`src/rtl/window_ctrl_if.sv`:
```
// Window-addressed register-file port plus word-wide memory port used by window_ctrl.
// master = spill/fill controller, slave = regfile/memory side.
interface window_ctrl_if;
  logic        rf_rd_en;
  logic        rf_wr_en;
  logic [4:0]  rf_win;
  logic [3:0]  rf_idx;
  logic [31:0] rf_wdata;
  logic [31:0] rf_rdata;
  logic        mem_valid;
  logic        mem_ready;
  logic        mem_we;
  logic [31:0] mem_addr;
  logic [31:0] mem_wdata;
  logic [31:0] mem_rdata;

  modport master (
    output rf_rd_en, rf_wr_en, rf_win, rf_idx, rf_wdata,
    output mem_valid, mem_we, mem_addr, mem_wdata,
    input  rf_rdata, mem_ready, mem_rdata
  );

  modport slave (
    input  rf_rd_en, rf_wr_en, rf_win, rf_idx, rf_wdata,
    input  mem_valid, mem_we, mem_addr, mem_wdata,
    output rf_rdata, mem_ready, mem_rdata
  );
endinterface

```
`src/rtl/window_ctrl.sv`:
```
// Register-window save/restore controller: spills or fills one window on overflow/underflow.
// Latency 1 cycle when no trap, else 2*WIN_REGS+1 plus mem stalls; mem_ready low holds outputs.
module window_ctrl #(
  parameter int NWINDOWS = 8,
  parameter int WIN_REGS = 16
) (
  input  logic         clk,
  input  logic         reset,
  input  logic         save_req,
  input  logic         restore_req,
  output logic         busy,
  input  logic [4:0]   cwp_in,
  input  logic [31:0]  wim_in,
  input  logic [31:0]  base_addr,
  output logic         cwp_inc,
  output logic         cwp_dec,
  output logic         wim_wr_en,
  output logic [31:0]  wim_wr_data,
  output logic         done,
  window_ctrl_if.master rf_mem
);

  localparam logic [4:0] WMASK = 5'(NWINDOWS - 1);
  localparam logic [3:0] LAST  = 4'(WIN_REGS - 1);

  typedef enum logic [2:0] {IDLE, SP_RD, SP_WR, FL_RD, FL_WR, FINISH} state_t;

  state_t      state, state_nx;
  logic [4:0]  v_q;
  logic [3:0]  cnt_q;
  logic [31:0] base_q;
  logic [31:0] data_q;
  logic        save_q;
  logic        xfer_q;
  logic        rd_pend_q;

  logic [4:0]  v_sel;
  logic [4:0]  wim_idx;
  logic        req;
  logic        last;
  logic [31:0] word_addr;

  logic        rf_rd_en_c, rf_wr_en_c, mem_valid_c, mem_we_c;
  logic [4:0]  rf_win_c;
  logic [3:0]  rf_idx_c;
  logic [31:0] rf_wdata_c, mem_addr_c, mem_wdata_c;

  assign req       = save_req || restore_req;
  assign v_sel     = save_req ? ((cwp_in - 5'd1) & WMASK) : ((cwp_in + 5'd1) & WMASK);
  assign wim_idx   = save_q ? ((v_q - 5'd1) & WMASK) : ((v_q + 5'd1) & WMASK);
  assign last      = (cnt_q == LAST);
  assign word_addr = base_q + {26'd0, cnt_q, 2'b00};

  always_ff @(posedge clk or negedge reset) begin
    if (!reset) begin
      state <= IDLE;
    end else begin
      state <= state_nx;
    end
  end

  always_ff @(posedge clk or negedge reset) begin
    if (!reset) begin
      v_q       <= '0;
      cnt_q     <= '0;
      base_q    <= '0;
      data_q    <= '0;
      save_q    <= 1'b0;
      xfer_q    <= 1'b0;
      rd_pend_q <= 1'b0;
    end else begin
      case (state)
        IDLE: begin
          if (req) begin
            v_q       <= v_sel;
            save_q    <= save_req;
            xfer_q    <= wim_in[v_sel];
            base_q    <= base_addr;
            cnt_q     <= '0;
            rd_pend_q <= 1'b0;
          end
        end
        SP_RD: rd_pend_q <= 1'b1;
        SP_WR: begin
          // regfile data arrives during the first SP_WR cycle; hold it for the rest of the stall
          if (rd_pend_q) begin
            data_q    <= rf_mem.rf_rdata;
            rd_pend_q <= 1'b0;
          end
          if (rf_mem.mem_ready) cnt_q <= cnt_q + 4'd1;
        end
        FL_RD: if (rf_mem.mem_ready) data_q <= rf_mem.mem_rdata;
        FL_WR: cnt_q <= cnt_q + 4'd1;
        default: ;
      endcase
    end
  end

  always_comb begin
    state_nx    = state;
    busy        = (state != IDLE);
    cwp_inc     = 1'b0;
    cwp_dec     = 1'b0;
    wim_wr_en   = 1'b0;
    wim_wr_data = '0;
    done        = 1'b0;
    rf_rd_en_c  = 1'b0;
    rf_wr_en_c  = 1'b0;
    rf_win_c    = '0;
    rf_idx_c    = '0;
    rf_wdata_c  = '0;
    mem_valid_c = 1'b0;
    mem_we_c    = 1'b0;
    mem_addr_c  = '0;
    mem_wdata_c = '0;
    case (state)
      IDLE: begin
        if (req) begin
          if (!wim_in[v_sel]) state_nx = FINISH;
          else if (save_req)  state_nx = SP_RD;
          else                state_nx = FL_RD;
        end
      end
      SP_RD: begin
        rf_rd_en_c = 1'b1;
        rf_win_c   = v_q;
        rf_idx_c   = cnt_q;
        state_nx   = SP_WR;
      end
      SP_WR: begin
        mem_valid_c = 1'b1;
        mem_we_c    = 1'b1;
        mem_addr_c  = word_addr;
        mem_wdata_c = rd_pend_q ? rf_mem.rf_rdata : data_q;
        if (rf_mem.mem_ready) state_nx = last ? FINISH : SP_RD;
      end
      FL_RD: begin
        mem_valid_c = 1'b1;
        mem_addr_c  = word_addr;
        if (rf_mem.mem_ready) state_nx = FL_WR;
      end
      FL_WR: begin
        rf_wr_en_c = 1'b1;
        rf_win_c   = v_q;
        rf_idx_c   = cnt_q;
        rf_wdata_c = data_q;
        state_nx   = last ? FINISH : FL_RD;
      end
      FINISH: begin
        done        = 1'b1;
        cwp_dec     = save_q;
        cwp_inc     = !save_q;
        wim_wr_en   = xfer_q;
        wim_wr_data = xfer_q ? (32'd1 << wim_idx) : 32'd0;
        state_nx    = IDLE;
      end
      default: state_nx = IDLE;
    endcase
  end

  assign rf_mem.rf_rd_en  = rf_rd_en_c;
  assign rf_mem.rf_wr_en  = rf_wr_en_c;
  assign rf_mem.rf_win    = rf_win_c;
  assign rf_mem.rf_idx    = rf_idx_c;
  assign rf_mem.rf_wdata  = rf_wdata_c;
  assign rf_mem.mem_valid = mem_valid_c;
  assign rf_mem.mem_we    = mem_we_c;
  assign rf_mem.mem_addr  = mem_addr_c;
  assign rf_mem.mem_wdata = mem_wdata_c;

endmodule

```
`src/flat_wrapper.sv`:
```
// flat-port wrapper written by rule: the top's interface ports become plain ports
module window_ctrl_flat 
#(
  parameter int NWINDOWS = 8,
  parameter int WIN_REGS = 16
)
  (clk, reset, save_req, restore_req, busy, cwp_in, wim_in, base_addr, cwp_inc, cwp_dec, wim_wr_en, wim_wr_data, done, rf_mem_rf_rd_en, rf_mem_rf_wr_en, rf_mem_rf_win, rf_mem_rf_idx, rf_mem_rf_wdata, rf_mem_mem_valid, rf_mem_mem_we, rf_mem_mem_addr, rf_mem_mem_wdata, rf_mem_rf_rdata, rf_mem_mem_ready, rf_mem_mem_rdata);
  window_ctrl_if rf_mem_i ();
  input  logic clk;
  input  logic reset;
  input  logic save_req;
  input  logic restore_req;
  output logic busy;
  input  logic [4:0] cwp_in;
  input  logic [31:0] wim_in;
  input  logic [31:0] base_addr;
  output logic cwp_inc;
  output logic cwp_dec;
  output logic wim_wr_en;
  output logic [31:0] wim_wr_data;
  output logic done;
  output wire logic [$bits(rf_mem_i.rf_rd_en)-1:0] rf_mem_rf_rd_en;
  output wire logic [$bits(rf_mem_i.rf_wr_en)-1:0] rf_mem_rf_wr_en;
  output wire logic [$bits(rf_mem_i.rf_win)-1:0] rf_mem_rf_win;
  output wire logic [$bits(rf_mem_i.rf_idx)-1:0] rf_mem_rf_idx;
  output wire logic [$bits(rf_mem_i.rf_wdata)-1:0] rf_mem_rf_wdata;
  output wire logic [$bits(rf_mem_i.mem_valid)-1:0] rf_mem_mem_valid;
  output wire logic [$bits(rf_mem_i.mem_we)-1:0] rf_mem_mem_we;
  output wire logic [$bits(rf_mem_i.mem_addr)-1:0] rf_mem_mem_addr;
  output wire logic [$bits(rf_mem_i.mem_wdata)-1:0] rf_mem_mem_wdata;
  input wire logic [$bits(rf_mem_i.rf_rdata)-1:0] rf_mem_rf_rdata;
  input wire logic [$bits(rf_mem_i.mem_ready)-1:0] rf_mem_mem_ready;
  input wire logic [$bits(rf_mem_i.mem_rdata)-1:0] rf_mem_mem_rdata;
  assign rf_mem_rf_rd_en = rf_mem_i.rf_rd_en;
  assign rf_mem_rf_wr_en = rf_mem_i.rf_wr_en;
  assign rf_mem_rf_win = rf_mem_i.rf_win;
  assign rf_mem_rf_idx = rf_mem_i.rf_idx;
  assign rf_mem_rf_wdata = rf_mem_i.rf_wdata;
  assign rf_mem_mem_valid = rf_mem_i.mem_valid;
  assign rf_mem_mem_we = rf_mem_i.mem_we;
  assign rf_mem_mem_addr = rf_mem_i.mem_addr;
  assign rf_mem_mem_wdata = rf_mem_i.mem_wdata;
  assign rf_mem_i.rf_rdata = rf_mem_rf_rdata;
  assign rf_mem_i.mem_ready = rf_mem_mem_ready;
  assign rf_mem_i.mem_rdata = rf_mem_mem_rdata;
  window_ctrl #(.NWINDOWS(NWINDOWS), .WIN_REGS(WIN_REGS)) u_core (.clk(clk), .reset(reset), .save_req(save_req), .restore_req(restore_req), .busy(busy), .cwp_in(cwp_in), .wim_in(wim_in), .base_addr(base_addr), .cwp_inc(cwp_inc), .cwp_dec(cwp_dec), .wim_wr_en(wim_wr_en), .wim_wr_data(wim_wr_data), .done(done), .rf_mem(rf_mem_i));
endmodule
```
`config.mk`:
```
export PLATFORM = sky130hd
export DESIGN_NAME = window_ctrl_flat
export DESIGN_NICKNAME = d
export VERILOG_FILES = /design/src/rtl/window_ctrl_if.sv /design/src/rtl/window_ctrl.sv /design/src/flat_wrapper.sv
export SDC_FILE = /design/constraint.sdc
export NUM_CORES = 1
export LEC_CHECK = 0
export ABC_AREA = 1
export CAP_MARGIN = 30
export CORE_AREA = 2 2 117 119
export CTS_CLUSTER_SIZE = 24
export DETAILED_ROUTE_END_ITERATION = 12
export DIE_AREA = 0 0 119 121
export PLACE_DENSITY = 0.89
export SETUP_SLACK_MARGIN = 0.05
export SYNTH_ARGS = -nofsm -noshare
export SYNTH_HDL_FRONTEND = slang
export SYNTH_SLANG_ARGS = --single-unit
```
`constraint.sdc`:
```
create_clock -name clk -period 3.6 [get_ports clk]
set_input_delay 0.72 -clock clk [delete_from_list [all_inputs] [get_ports clk]]
set_output_delay 0.72 -clock clk [all_outputs]
set_load 0.02 [all_outputs]
```
==> metrics, run 1 <==
Worst path most repeated cell=sky130_fd_sc_hd__nand2_1; gr busiest metal=met2; number of sinks handled by clock tree synthesis=77; WS Path Type=flop to output pin; flop and latch count out of synthesis=77; Worst slew margin=0.534; CP endpoint kind=output pin; clock latency of the later-clocked register in the worst-skew pair=340 ps; Leak=4.36 nW; first drt pass iteration count=5; Non-Filler Instances=1,319; number of top-level design ports=284; vias in the first global route=6,199; CP Max Fanout=4; number of antenna violations at the first check in global routing=0; remaining design rule violation count=0; NumNets Final=1,284; number of setup violations in the final report=0; skew final=7.43 ps; RePlAce Congestion=0.930; die outline width=119 um; CP Launch Point=u_core.cnt_q[0]$_DFFE_PN0P_; maximum number of pins on one net before global-route repair=65; gate count of the mapped netlist=920; via/cell ratio=4.87; max incr delay on CP=630 ps; met3 Track Usage GR=0.0898; final hold violation count=0; remaining number of nets flagged by the antenna check after routing=0; GRT Resource Usage Total=0.257; ratio of total power to cell area=808 nW/um^2; final-report max-slew violation count=0; worst reg2reg path depth=7; chain of cells forming the critical path=ha_1 -> fa_1 -> nand2_1 -> nand2_1 -> nand2_1 -> nor2_1 -> nand2_1 -> nand2_1 -> nand2_1 -> nor2_1 -> clkdlybuf4s50_1; count of inserted antenna diode cells=0; Clock Path Buffers=2; worst slew pin tran=698 ps; DR vias=6,429; count of yosys warnings during synthesis=0; sum of net half-perimeters after detailed placement=13,700 um; Total Die Area=14,400 um^2; Reg clk slew, reported paths=60 ps; die boundary height=121 um; maximum capacitance violations=0; per-cell routed wire length=14.0 um; wire length of the first global-routing pass=29,300 um; number of hold buffers added after CTS=0; endpoint of the worst register-to-register path=u_core.data_q[4]$_DFFE_PN0P_; fillers=1,119; violation count after the first detailed-routing iteration=459; outcome=finished, final reports clean; setup total negative slack=0 ps; clock tree from TritonCTS=built; number of cells after detailed placement=1,301; library cell used as clock root buffer=sky130_fd_sc_hd__clkbuf_16; CTS Buf Count=9; startpoint of the most critical register-to-register path=u_core.state[2]$_DFFE_PN0P_; area added between synthesis and finish=47.7%; class of the most critical hold timing path=input port to asynchronous set/reset pin; final global-route overflow total=0; global-route track usage on met2=0.460; Port Buffers=231; layout cell share with drive strength beyond 1=0.0665; timing-limited maximum frequency=290 MHz; H-tree level count=3; Core ar.=13,100 um^2; setup repair after global routing missed its margin=no; number of distinct library cell variants in the gate-level netlist after synthesis=33; row cnt=42; sequential-to-total area share from yosys stat=0.332; post-route fraction of the period consumed by the critical path=0.957; slowest cell on the critical path=sky130_fd_sc_hd__clkdlybuf4s50_1; synthesized area per cell=6.31 um^2; worst reg2reg setup slack=1690 ps; startpoint class of the critical path=flop; critical path required time=2880 ps; DRT Wirelength=18,500 um; met1 global-route usage=0.278; min cycle time layout=3440 ps; Starting Density=0.443; post-synthesis instance area=5800 um^2; maximum ir drop on the vdd rail=0.547 mV; data arrival time at the worst-slack endpoint=2720 ps
## cells in the final DEF, fill, tap and decap left out, types with 3 or more instances in the layout
cell | netlist | layout
sky130_fd_sc_hd__nand2_1 | 247 | 246
sky130_fd_sc_hd__clkdlybuf4s50_1 | 0 | 217
sky130_fd_sc_hd__nor2_1 | 180 | 179
sky130_fd_sc_hd__inv_1 | 127 | 127
sky130_fd_sc_hd__dfrtp_1 | 77 | 77
sky130_fd_sc_hd__o21ai_0 | 38 | 37
sky130_fd_sc_hd__nand3_1 | 34 | 34
sky130_fd_sc_hd__or2_2 | 34 | 34
sky130_fd_sc_hd__o21a_1 | 32 | 32
sky130_fd_sc_hd__a31oi_1 | 32 | 32
sky130_fd_sc_hd__conb_1 | 1 | 26
sky130_fd_sc_hd__a21oi_1 | 13 | 13
sky130_fd_sc_hd__buf_4 | 29 | 12
sky130_fd_sc_hd__dlymetal6s2s_1 | 0 | 11
sky130_fd_sc_hd__clkbuf_16 | 0 | 9
sky130_fd_sc_hd__nor3_1 | 7 | 7
sky130_fd_sc_hd__ha_1 | 6 | 6
sky130_fd_sc_hd__xnor2_1 | 4 | 4
sky130_fd_sc_hd__nand3b_1 | 4 | 4
sky130_fd_sc_hd__inv_2 | 3 | 3
sky130_fd_sc_hd__nor2_4 | 1 | 3
sky130_fd_sc_hd__nand4_1 | 3 | 3
sky130_fd_sc_hd__xor2_1 | 3 | 3
sky130_fd_sc_hd__clkinvlp_4 | 0 | 3
## per-stage QoR
stage / instance area [um^2] / utilization / hold slack [ps] / power (mW) / worst slack, ps
after floorplan: 5900 / - / 424 / 4.37 / 1030
after global placement: 8160 / 0.623 / 469 / 5.82 / 406
after detailed placement: 8180 / 0.625 / 474 / 5.93 / 342
after CTS: 8520 / 0.651 / 358 / 6.97 / 49.6
after global routing: 8570 / 0.655 / 377 / 7.50 / 17.7
final: 8570 / 0.655 / 342 / 6.93 / 156
## repair_timing
item / 4_1_cts / 5_1_grt
gates resized for setup: 4 / 14
endpoints found under the setup margin: 5 / 16
pin swaps: 0 / 2
buffers inserted: 0 / 2
## cell type report
type	count	area, um^2	share of cell area
tap	176	220	0.0257
inverter	130	488	0.0569
multi-input combinational	677	3160	0.368
clock inverter	5	82.6	0.00963
sequential	77	1930	0.225
timing repair buffer	243	2440	0.285
clock buffer	11	253	0.0295
## metal layers
| metal | up-vias | share of wire | routed length [um] |
|---|---|---|---|
| li1 | 3227 | - | - |
| met1 | 2899 | 0.38 | 7000 |
| met2 | 258 | 0.50 | 9240 |
| met3 | 45 | 0.089 | 1640 |
| met4 | 0 | 0.032 | 582 |
| met5 | - | 0 | 0 |
## report_power, final
| part | total, mW | switching (mW) | internal, mW |
|---|---|---|---|
| clock network | 1.01 | 0.364 | 0.645 |
| registers | 1.67 | 0.380 | 1.29 |
| logic | 4.25 | 2.56 | 1.70 |
| total | 6.93 | 3.30 | 3.63 |
## cells in the mapped netlist
master	instances	area (um^2)
sky130_fd_sc_hd__a21oi_1	13	65.1
sky130_fd_sc_hd__inv_2	3	11.3
sky130_fd_sc_hd__nor2_1	180	676
sky130_fd_sc_hd__nand3b_1	4	30.0
sky130_fd_sc_hd__nand3_1	34	170
sky130_fd_sc_hd__nand2_2	1	6.26
sky130_fd_sc_hd__nand4_1	3	18.8
sky130_fd_sc_hd__o21ai_1	2	10.0
sky130_fd_sc_hd__nor2_2	1	6.26
sky130_fd_sc_hd__buf_4	29	218
sky130_fd_sc_hd__xor2_1	3	26.3
sky130_fd_sc_hd__nor3_1	7	35.0
sky130_fd_sc_hd__o21ai_2	1	8.76
sky130_fd_sc_hd__o22ai_1	1	6.26
sky130_fd_sc_hd__inv_1	127	477
sky130_fd_sc_hd__dfrtp_1	77	1930
sky130_fd_sc_hd__nand2_1	247	927
sky130_fd_sc_hd__a31o_2	1	8.76
sky130_fd_sc_hd__o21a_1	32	240
sky130_fd_sc_hd__xnor2_1	4	35.0
sky130_fd_sc_hd__conb_1	1	3.75
sky130_fd_sc_hd__o21ai_0	38	190
sky130_fd_sc_hd__buf_2	11	55.1
sky130_fd_sc_hd__nor3b_1	1	7.51
sky130_fd_sc_hd__nand3_2	2	20.0
sky130_fd_sc_hd__a31oi_1	32	200
sky130_fd_sc_hd__or2_2	34	213
sky130_fd_sc_hd__fa_1	2	40.0
sky130_fd_sc_hd__buf_1	1	3.75
sky130_fd_sc_hd__ha_1	6	75.1
sky130_fd_sc_hd__nor2_4	1	11.3
sky130_fd_sc_hd__or2_1	1	6.26
sky130_fd_sc_hd__clkbuf_1	20	75.1
## registers in the layout, indices dropped and copies added (netlist names)
name	cells
u_core.base_q	32
u_core.v_q	3
u_core.state	3
u_core.data_q	32
u_core.rd_pend_q	1
u_core.save_q	1
u_core.xfer_q	1
u_core.cnt_q	4
## cell families after synthesis
logic type / Yosys count / share of synthesized area
XOR/XNOR: 7 / 0.0106
adder cells (fa/ha/maj): 8 / 0.0198
AND/OR/NAND/NOR: 516 / 0.367
flip-flops: 77 / 0.332
buffers and inverters: 191 / 0.145
AO/OA/AOI/OAI: 120 / 0.126
other: 1 / 0.000646
## worst max path at each step
stage,endpoint,slack [ps],cells past startpoint
finish,rf_mem_mem_addr[30],160,11
global placement,rf_mem_mem_addr[20],410,11
global route,rf_mem_mem_addr[8],20,8
CTS,rf_mem_mem_addr[20],50,11
detailed placement,rf_mem_mem_addr[20],340,11
floorplan,rf_mem_mem_addr[16],1030,8
## critical path: cells and delay by family, from the launching register on
kind	cells	cell delay, ps
fa+ha+maj	2	500
buf+inv	1	630
simple gates	8	850
flops	1	400
Power figures use the tool's default switching activity.
==> inputs of run 2 (changes only) <==
Settings changed: HOLD_SLACK_MARGIN from default to 0.05, SETUP_SLACK_MARGIN 0.05 to 0.3.
==> metrics, run 2 (synthesis gave the netlist of run 1 again) <==
outcome=finished, final reports clean; Largest regs=u_core.base_q x32, u_core.data_q x32, u_core.cnt_q x4; min cycle time layout=3190 ps; top library cells by usage in the layout, fill and taps aside=sky130_fd_sc_hd__nand2_1 (245), sky130_fd_sc_hd__clkdlybuf4s50_1 (204), sky130_fd_sc_hd__nor2_1 (178); row cnt=42; number of setup violations in the final report=0; NumNets Final=1,286; Core ar.=13,100 um^2; Total Die Area=14,400 um^2; RePlAce Congestion=0.930; Leak=4.32 nW; vias in the first global route=6,212; number of sinks handled by clock tree synthesis=77; storage element area=1930 um^2; Worst path most repeated cell=sky130_fd_sc_hd__nand2_1; remaining number of nets flagged by the antenna check after routing=0; Worst slew margin=0.536; number of top-level design ports=284; setup repair after global routing missed its margin=yes; remaining design rule violation count=0; number of antenna violations at the first check in global routing=0; per-cell routed wire length=14.1 um; DR vias=6,438; clock latency of the later-clocked register in the worst-skew pair=340 ps; dpl ws=342 ps; H-tree level count=3; class of the most critical hold timing path=input port to asynchronous set/reset pin; wire length of the first global-routing pass=29,400 um; clock tree from TritonCTS=built; layout cell share with drive strength beyond 1=0.0742; most common cell after layout, fill and taps aside=sky130_fd_sc_hd__nand2_1; WS Path Type=flop to output pin; final hold violation count=0; die boundary height=121 um; area added between synthesis and finish=47.3%; skew final=6.84 ps; via/cell ratio=4.87; Port Buffers=231; post-layout power=6.88 mW; post-route fraction of the period consumed by the critical path=0.887; CP endpoint kind=output pin; maximum capacitance violations=0; combined area of the multi-input logic cells=3170 um^2; library cell used as clock root buffer=sky130_fd_sc_hd__clkbuf_16; Clock Path Buffers=2; ratio of total power to cell area=805 nW/um^2; timing-limited maximum frequency=313 MHz; critical path required time=2880 ps; maximum ir drop on the vdd rail=0.546 mV; max incr delay on CP=420 ps; DRT Wirelength=18,600 um; fillers=1,127; first drt pass iteration count=6; startpoint class of the critical path=flop; GRT Resource Usage Total=0.258; sum of net half-perimeters after detailed placement=13,700 um; final global-route overflow total=0; chain of cells forming the critical path=ha_1 -> fa_1 -> nand2_1 -> nand2_1 -> nand3b_1 -> buf_4 -> nor2_4 -> nand3_1 -> nand2_1 -> nor2_1 -> dlygate4sd2_1; final-report max-slew violation count=0; CTS Buf Count=9; Reg clk slew, reported paths=60 ps; slowest cell on the critical path=sky130_fd_sc_hd__dfrtp_1; die outline width=119 um; Starting Density=0.443; setup total negative slack=0 ps; worst slew pin tran=695 ps; CP Max Fanout=6; maximum number of pins on one net before global-route repair=65; violation count after the first detailed-routing iteration=430; final worst-path setup slack=407 ps; data arrival time at the worst-slack endpoint=2470 ps; count of inserted antenna diode cells=0
run 2: cell types whose count changed in the layout (fill, tap and decap cells not counted), moves of 2 or more:
| cell | change |
|---|---|
| sky130_fd_sc_hd__buf_4 | +2 |
| sky130_fd_sc_hd__dlymetal6s2s_1 | -7 |
| sky130_fd_sc_hd__clkdlybuf4s50_1 | -13 |
| sky130_fd_sc_hd__clkbuf_2 | +3 |
| sky130_fd_sc_hd__dlygate4sd2_1 | +16 |
run 2: final timing paths:
check / startpoint / to / slack, ps / cells after the start
max in group asynchronous: reset / u_core.data_q[6]$_DFFE_PN0P_ / 2660 / 2
worst max register to register: u_core.state[2]$_DFFE_PN0P_ / u_core.data_q[4]$_DFFE_PN0P_ / 1690 / 7
worst min register to register: u_core.xfer_q$_DFFE_PN0P_ / u_core.xfer_q$_DFFE_PN0P_ / 490 / 2
worst max-delay path: u_core.cnt_q[0]$_DFFE_PN0P_ / rf_mem_mem_addr[28] / 410 / 11
worst min-delay path: reset / u_core.base_q[8]$_DFFE_PN0P_ / 350 / 1
min in group clk: u_core.xfer_q$_DFFE_PN0P_ / u_core.xfer_q$_DFFE_PN0P_ / 490 / 2
run 2: worst max-delay path, delay by kind of cell (launching register included):
family,cells,cell delay [ps]
adders and majority gates,2,670
DFF,1,420
buffers and inverters,2,490
and+or+nand+nor,7,560
run 2: layer usage:
| layer | GRT usage | part of all wire |
|---|---|---|
| met1 | 0.278 | 0.38 |
| met2 | 0.463 | 0.50 |
| met3 | 0.0888 | 0.086 |
| met5 | 0 | 0 |
| met4 | 0.0997 | 0.028 |
run 2: metrics by stage:
stage	hold WS, ps	cell area [um^2]	instances	utilization
floorplan	424	5900	945	-
global placement	469	8160	1300	0.623
detailed placement	474	8180	1301	0.625
CTS	358	8530	1320	0.652
global route	377	8550	1321	0.653
finish	346	8550	1321	0.653
run 2: final cells by class:
type                            count  area share
Clock inverter                      5     0.00966
Timing Repair Buffer              245       0.281
Inverter                          130      0.0571
Tap cell                          176      0.0258
Sequential cell                    77       0.225
Multi-Input combinational cell    677       0.371
Clock buffer                       11      0.0296
run 2: where the power goes:
part	total, mW	internal, mW	leakage [nW]	switching, mW
sequential	1.68	1.29	0.902	0.387
clock	1.01	0.645	0.154	0.364
combinational	4.19	1.64	3.26	2.55
total	6.88	3.57	4.32	3.30
run 2: what timing repair did:
action	4_1_cts	5_1_grt
gates resized for setup	32	11
hold buffers	0	0
pin swaps	1	1
setup endpoints to repair	24	15
setup buffers	3	1
==> inputs of run 3 (changes only) <==
Settings changed: HOLD_SLACK_MARGIN 0.05 to 0.12.
==> results of run 3 <==
Same layout as run 2: the final DEF is identical, and so are final timing and power.
